### src/rtl/scpad_head_arb.sv
// Scratchpad request head: per-requestor skid FIFOs arbitrated (fixed priority with
// aging, or round-robin) into one registered request toward the body write crossbar.
module scpad_head_arb #(
    parameter int NUM_REQ      = 2,
    parameter int REQ_W        = 64,
    parameter int FIFO_DEPTH   = 2,
    parameter int ARB_MODE     = 0,
    parameter int STARVE_LIMIT = 8,
    localparam int SRC_W       = (NUM_REQ > 1) ? $clog2(NUM_REQ) : 1
) (
    input  logic                     clk,
    input  logic                     n_rst,
    input  logic [NUM_REQ-1:0]       req_valid,
    input  logic [NUM_REQ-1:0]       req_write,
    input  logic [NUM_REQ*REQ_W-1:0] req_data,
    output logic [NUM_REQ-1:0]       req_stall,
    input  logic                     w_stall,
    input  logic                     r_stall,
    output logic                     out_valid,
    output logic                     out_write,
    output logic [REQ_W-1:0]         out_data,
    output logic [SRC_W-1:0]         out_src,
    output logic [NUM_REQ*32-1:0]    grant_cnt
);
    localparam int PTR_W = (FIFO_DEPTH > 1) ? $clog2(FIFO_DEPTH) : 1;
    localparam int CNT_W = $clog2(FIFO_DEPTH + 1);
    localparam int AGE_W = $clog2(STARVE_LIMIT + 1);

    // FIFO entry: {write, payload}
    typedef logic [REQ_W:0] entry_t;

    entry_t             mem    [NUM_REQ][FIFO_DEPTH];
    logic [PTR_W-1:0]   wr_ptr [NUM_REQ];
    logic [PTR_W-1:0]   rd_ptr [NUM_REQ];
    logic [CNT_W-1:0]   count  [NUM_REQ];
    logic [AGE_W-1:0]   age    [NUM_REQ];
    logic [31:0]        gcnt   [NUM_REQ];
    entry_t             head   [NUM_REQ];
    logic [SRC_W-1:0]   rr_ptr;

    logic [NUM_REQ-1:0] eligible;
    logic [NUM_REQ-1:0] starved;
    logic [NUM_REQ-1:0] push;
    logic [NUM_REQ-1:0] pop;
    logic               consume;
    logic               load;
    logic               grant;
    logic               win_found;
    logic [SRC_W-1:0]   win_idx;

    function automatic logic [SRC_W-1:0] rr_index(input logic [SRC_W-1:0] base, input int off);
        return SRC_W'((int'(base) + off) % NUM_REQ);
    endfunction

    for (genvar g = 0; g < NUM_REQ; g++) begin : g_req
        assign head[g]      = mem[g][rd_ptr[g]];
        // Stall comes from the registered count only, never from a same-cycle pop.
        assign req_stall[g] = (count[g] == CNT_W'(FIFO_DEPTH));
        assign push[g]      = req_valid[g] && !req_stall[g];
        assign eligible[g]  = (count[g] != '0) && !(head[g][REQ_W] ? w_stall : r_stall);
        assign starved[g]   = eligible[g] && (age[g] == AGE_W'(STARVE_LIMIT));
        assign pop[g]       = grant && (win_idx == SRC_W'(g));
        assign grant_cnt[g*32 +: 32] = gcnt[g];
    end

    assign consume = out_valid && !(out_write ? w_stall : r_stall);
    assign load    = !out_valid || consume;
    assign grant   = load && win_found;

    always_comb begin
        // NOTE: every variable gets a default before any branch so no latch is inferred.
        win_found = 1'b0;
        win_idx   = '0;
        if (ARB_MODE != 0) begin
            for (int j = 0; j < NUM_REQ; j++) begin
                if (!win_found && eligible[rr_index(rr_ptr, j)]) begin
                    win_found = 1'b1;
                    win_idx   = rr_index(rr_ptr, j);
                end
            end
        end else begin
            for (int i = 0; i < NUM_REQ; i++) begin
                if (!win_found && starved[i]) begin
                    win_found = 1'b1;
                    win_idx   = SRC_W'(i);
                end
            end
            for (int i = 0; i < NUM_REQ; i++) begin
                if (!win_found && eligible[i]) begin
                    win_found = 1'b1;
                    win_idx   = SRC_W'(i);
                end
            end
        end
    end

    // NOTE: storage is not reset; emptiness is defined by the pointers and counts alone.
    always_ff @(posedge clk) begin
        for (int i = 0; i < NUM_REQ; i++) begin
            if (push[i]) begin
                mem[i][wr_ptr[i]] <= {req_write[i], req_data[i*REQ_W +: REQ_W]};
            end
        end
    end

    // NOTE: state registers use non-blocking assignments so every block sees pre-edge values.
    always_ff @(posedge clk) begin
        if (!n_rst) begin
            for (int i = 0; i < NUM_REQ; i++) begin
                wr_ptr[i] <= '0;
                rd_ptr[i] <= '0;
                count[i]  <= '0;
            end
        end else begin
            for (int i = 0; i < NUM_REQ; i++) begin
                if (push[i]) wr_ptr[i] <= wr_ptr[i] + PTR_W'(1);
                if (pop[i])  rd_ptr[i] <= rd_ptr[i] + PTR_W'(1);
                if (push[i] && !pop[i]) begin
                    count[i] <= count[i] + CNT_W'(1);
                end else if (!push[i] && pop[i]) begin
                    count[i] <= count[i] - CNT_W'(1);
                end
            end
        end
    end

    always_ff @(posedge clk) begin
        if (!n_rst) begin
            out_valid <= 1'b0;
            out_write <= 1'b0;
            out_data  <= '0;
            out_src   <= '0;
        end else if (load) begin
            out_valid <= win_found;
            if (win_found) begin
                out_write <= head[win_idx][REQ_W];
                out_data  <= head[win_idx][REQ_W-1:0];
                out_src   <= win_idx;
            end
        end
    end

    always_ff @(posedge clk) begin
        if (!n_rst) begin
            rr_ptr <= '0;
            for (int i = 0; i < NUM_REQ; i++) begin
                age[i] <= '0;
            end
        end else if (grant) begin
            rr_ptr <= rr_index(win_idx, 1);
            for (int i = 0; i < NUM_REQ; i++) begin
                if (win_idx == SRC_W'(i)) begin
                    age[i] <= '0;
                end else if (eligible[i] && age[i] != AGE_W'(STARVE_LIMIT)) begin
                    age[i] <= age[i] + AGE_W'(1);
                end
            end
        end
    end

    // Counted on consumption by the body, not on load into the output register.
    always_ff @(posedge clk) begin
        if (!n_rst) begin
            for (int i = 0; i < NUM_REQ; i++) begin
                gcnt[i] <= '0;
            end
        end else if (consume) begin
            gcnt[out_src] <= gcnt[out_src] + 32'd1;
        end
    end

endmodule

### config.mk
export PLATFORM = sky130hd
export DESIGN_NAME = scpad_head_arb
export DESIGN_NICKNAME = d
export VERILOG_FILES = /design/src/rtl/scpad_head_arb.sv
export SDC_FILE = /design/constraint.sdc
export NUM_CORES = 1
export LEC_CHECK = 0
export BUFFER_PORTS_ARGS = -buffer_cell sky130_fd_sc_hd__buf_2
export CORE_ASPECT_RATIO = 1.75
export CORE_MARGIN = 3
export CORE_UTILIZATION = 35
export DETAILED_ROUTE_END_ITERATION = 6
export PLACE_DENSITY = 0.62
export SETUP_SLACK_MARGIN = 0.05
export SYNTH_ARGS = -nofsm -noshare
export SYNTH_HDL_FRONTEND = slang
export SYNTH_SLANG_ARGS = --single-unit
### constraint.sdc
create_clock -name clk -period 9.05 [get_ports clk]
set_input_delay 0.4525 -clock clk [delete_from_list [all_inputs] [get_ports clk]]
set_output_delay 0.4525 -clock clk [all_outputs]
set_load 0.1 [all_outputs]
==> results.yml <==
clock_network:
  h-tree-depth: 2
  cts_buffers: 40
  holdBufCountCts: 0
  root_buffer: "clkbuf_16"
  clockBufferDepth: 3
  clock_sinks: 408
  cts_tree: "done"
  postCtsResizedCells: 0
  insertion_delay_ns: 0.56
  post_cts_buffers: 0
  clk_pin_slew_ns: 0.06
sta:
  max_freq_mhz: 301
  finalClockSkew_ns: 0.0284
  holdWs_ns: 0.0717
  maxSlewViolCount: 0
  slew_headroom_pct: 18.8
  fin_tns_setup_ns: 0
  grt_setup_unrepaired: "false"
  setup_viol: 0
  finalHoldViolations: 0
  post-route-min-period_ns: 3.32
  fin_ws_ns: 5.73
  period_share_pct: 36.7
  worst_pin_slew_ns: 1.21
critical_path:
  end_kind: "flop"
  critPathLaunchType: "flop"
  worstPathRequired_ns: 9.33
  arrival_ns: 3.60
  path_max_fanout: 66
  path_class: "reg -> reg"
final_layout:
  finalNonFillerCells: 1966
  areaGrowthSynthToFinish_pct: 20.7
  fillers: 4141
  multi_input_area_mm2: 0.00433
  drive_gt1_share_pct: 26.8
  seq_area_mm2: 0.0116
  final_area_mm2: 0.0195
  finalNetCount: 1490
route:
  ant_nets: 0
  routed_wl_um: 40300
  post_drt_wl_per_cell_um: 20.5
  viasPerCell: 5.07
  dr.pass1.iters: 5
  vias: 9974
  drc_errors: 0
  dr.first_iter.drc_count: 651
global_route:
  grt_max_degree: 67
  overflow: 0
  antenna_found_initial: 11
  grt_pass1_wl_um: 60700
  track_usage_pct: 16.0
  first_global_vias: 10693
logic_synthesis:
  yosysMostFrequentCell: "edfxtp_1"
  synth_area_mm2: 0.0161
  syn_area_per_cell_um2: 14.9
  synth_cell_type_count: 60
  synthCells: 1082
  synth_seq_cells: 408
  synth_top_cells_by_count: "edfxtp_1, mux2i_1, nor2_1, nand2_1, dfxtp_1"
  async_flop_share_pct: 0
  ys_top_cells_by_area: "edfxtp_1, mux2i_1, dfxtp_1"
  synth_top_area_share_pct: 63.3
  synth_nets: 1225
  yosys_most_used_dff: "edfxtp_1"
  synth_top_area_cell: "edfxtp_1"
  ys_seq_area_share_pct: 71.8
  synth_edf_count: 340
  yosys_warnings: 0
power:
  vdd_drop_max_mv: 0.240
  p_per_area_mw_per_mm2: 356
  power_leakage_uw: 0.00723
floorplanning:
  design.core.area_mm2: 0.0454
  die_y_um: 290
  start_util_pct: 35.5
  floorplan.die.width_um: 168
  die_area_mm2: 0.0488
  io_pins: 269
  rows: 103
place:
  io_buffers: 268
  gp_congestion: 0.813
  dpl.hpwl_um: 25900
  placed_area_mm2: 0.0181
  dpl_worst_slack_ns: 5.67
  dp.cells: 1882
min_path:
  hold_class: "in -> reg"
job:
  drv_cap: 0
outcome:
  outcome: "finished clean"
-- sequential cells by signal (all words and copies together), names as in the netlist, named ones only --
signal,flops
mem,260
gcnt,64
out_data,64
age,8
count,4
rd_ptr,2
wr_ptr,2
out_src,1
out_valid,1
out_write,1
-- worst paths after layout --
kind                 from      endpoint  slack (ns)  cells past startpoint
min          req_data[73]   mem[0][204]        0.07                      1
min reg2reg  out_data[35]  out_data[35]        0.46                      2
max reg2reg          flop   gcnt[1][22]        5.73                      9
max                  flop   gcnt[1][22]        5.73                      9
-- placed cells by master (no fill, tap or decap), types with 5 or more instances in the layout --
cell type	netlist	final
dfxtp_1	68	67
nor3_1	7	7
mux2_2	9	9
clkbuf_16	0	40
nor4_1	5	5
nor2_1	108	106
a21oi_1	30	30
buf_4	2	12
ha_1	7	7
xnor2_1	22	22
o22ai_1	24	24
o221ai_1	42	42
xor2_1	15	15
o21ai_0	7	7
nand3b_1	6	6
mux2i_1	155	155
clkbuf_1	33	15
buf_2	17	268
diode_2	0	10
nand3_1	23	23
inv_1	15	15
nand2_1	77	75
edfxtp_1	340	340
-- per-layer routing --
layer	routed length (um)	share of wire, %	track usage, %	vias up
met2	21700	54	30.3	340
met3	2840	7.0	4.21	75
met5	18	0.045	0	-
met1	14300	36	16.5	4896
li1	-	-	-	4659
met4	1360	3.4	6.11	4
-- stage by stage --
stage / util (%) / total power, uW
floorplan: - / 4750
global placement: 39.9 / 5290
detailed placement: 39.9 / 5330
CTS: 42.9 / 7020
global route: 42.9 / 7230
finish: 42.9 / 6930
-- critical path, cell delays in order (launching register included) --
cell      delay [ns]
dfxtp_2         0.31
buf_4           0.62
mux2_2          0.33
ha_1            0.15
inv_1           0.07
a211oi_1        0.55
nand2_1         0.37
nor4_1          0.37
xor2_1          0.22
nor2_1          0.05
-- cells by family after synthesis --
group	after synthesis	synth area share (%)
AO/OA/AOI/OAI	130	5.97
XOR/XNOR	37	2.01
adder cells (fa/ha/maj)	7	0.543
buffers and inverters	72	1.90
flip-flops	408	71.8
multiplexers	165	10.3
AND/OR/NAND/NOR	263	7.48
-- where the power goes --
part	switching (uW)	leakage, uW	internal (uW)
sequential	177	0.00381	2460
combinational	2070	0.00279	553
clock	731	0.000628	943
total	2980	0.00723	3960
-- final cells by class --
type                            instances  share of cell area [%]
Tap cell                              577                    3.71
Inverter                               15                   0.289
Clock inverter                         17                    1.25
Sequential cell                       408                    59.5
Timing Repair Buffer                  280                    7.35
Clock buffer                           57                    5.57
Multi-Input combinational cell        602                    22.2
Antenna cell                           10                   0.129
Power figures use the tool's default switching activity.
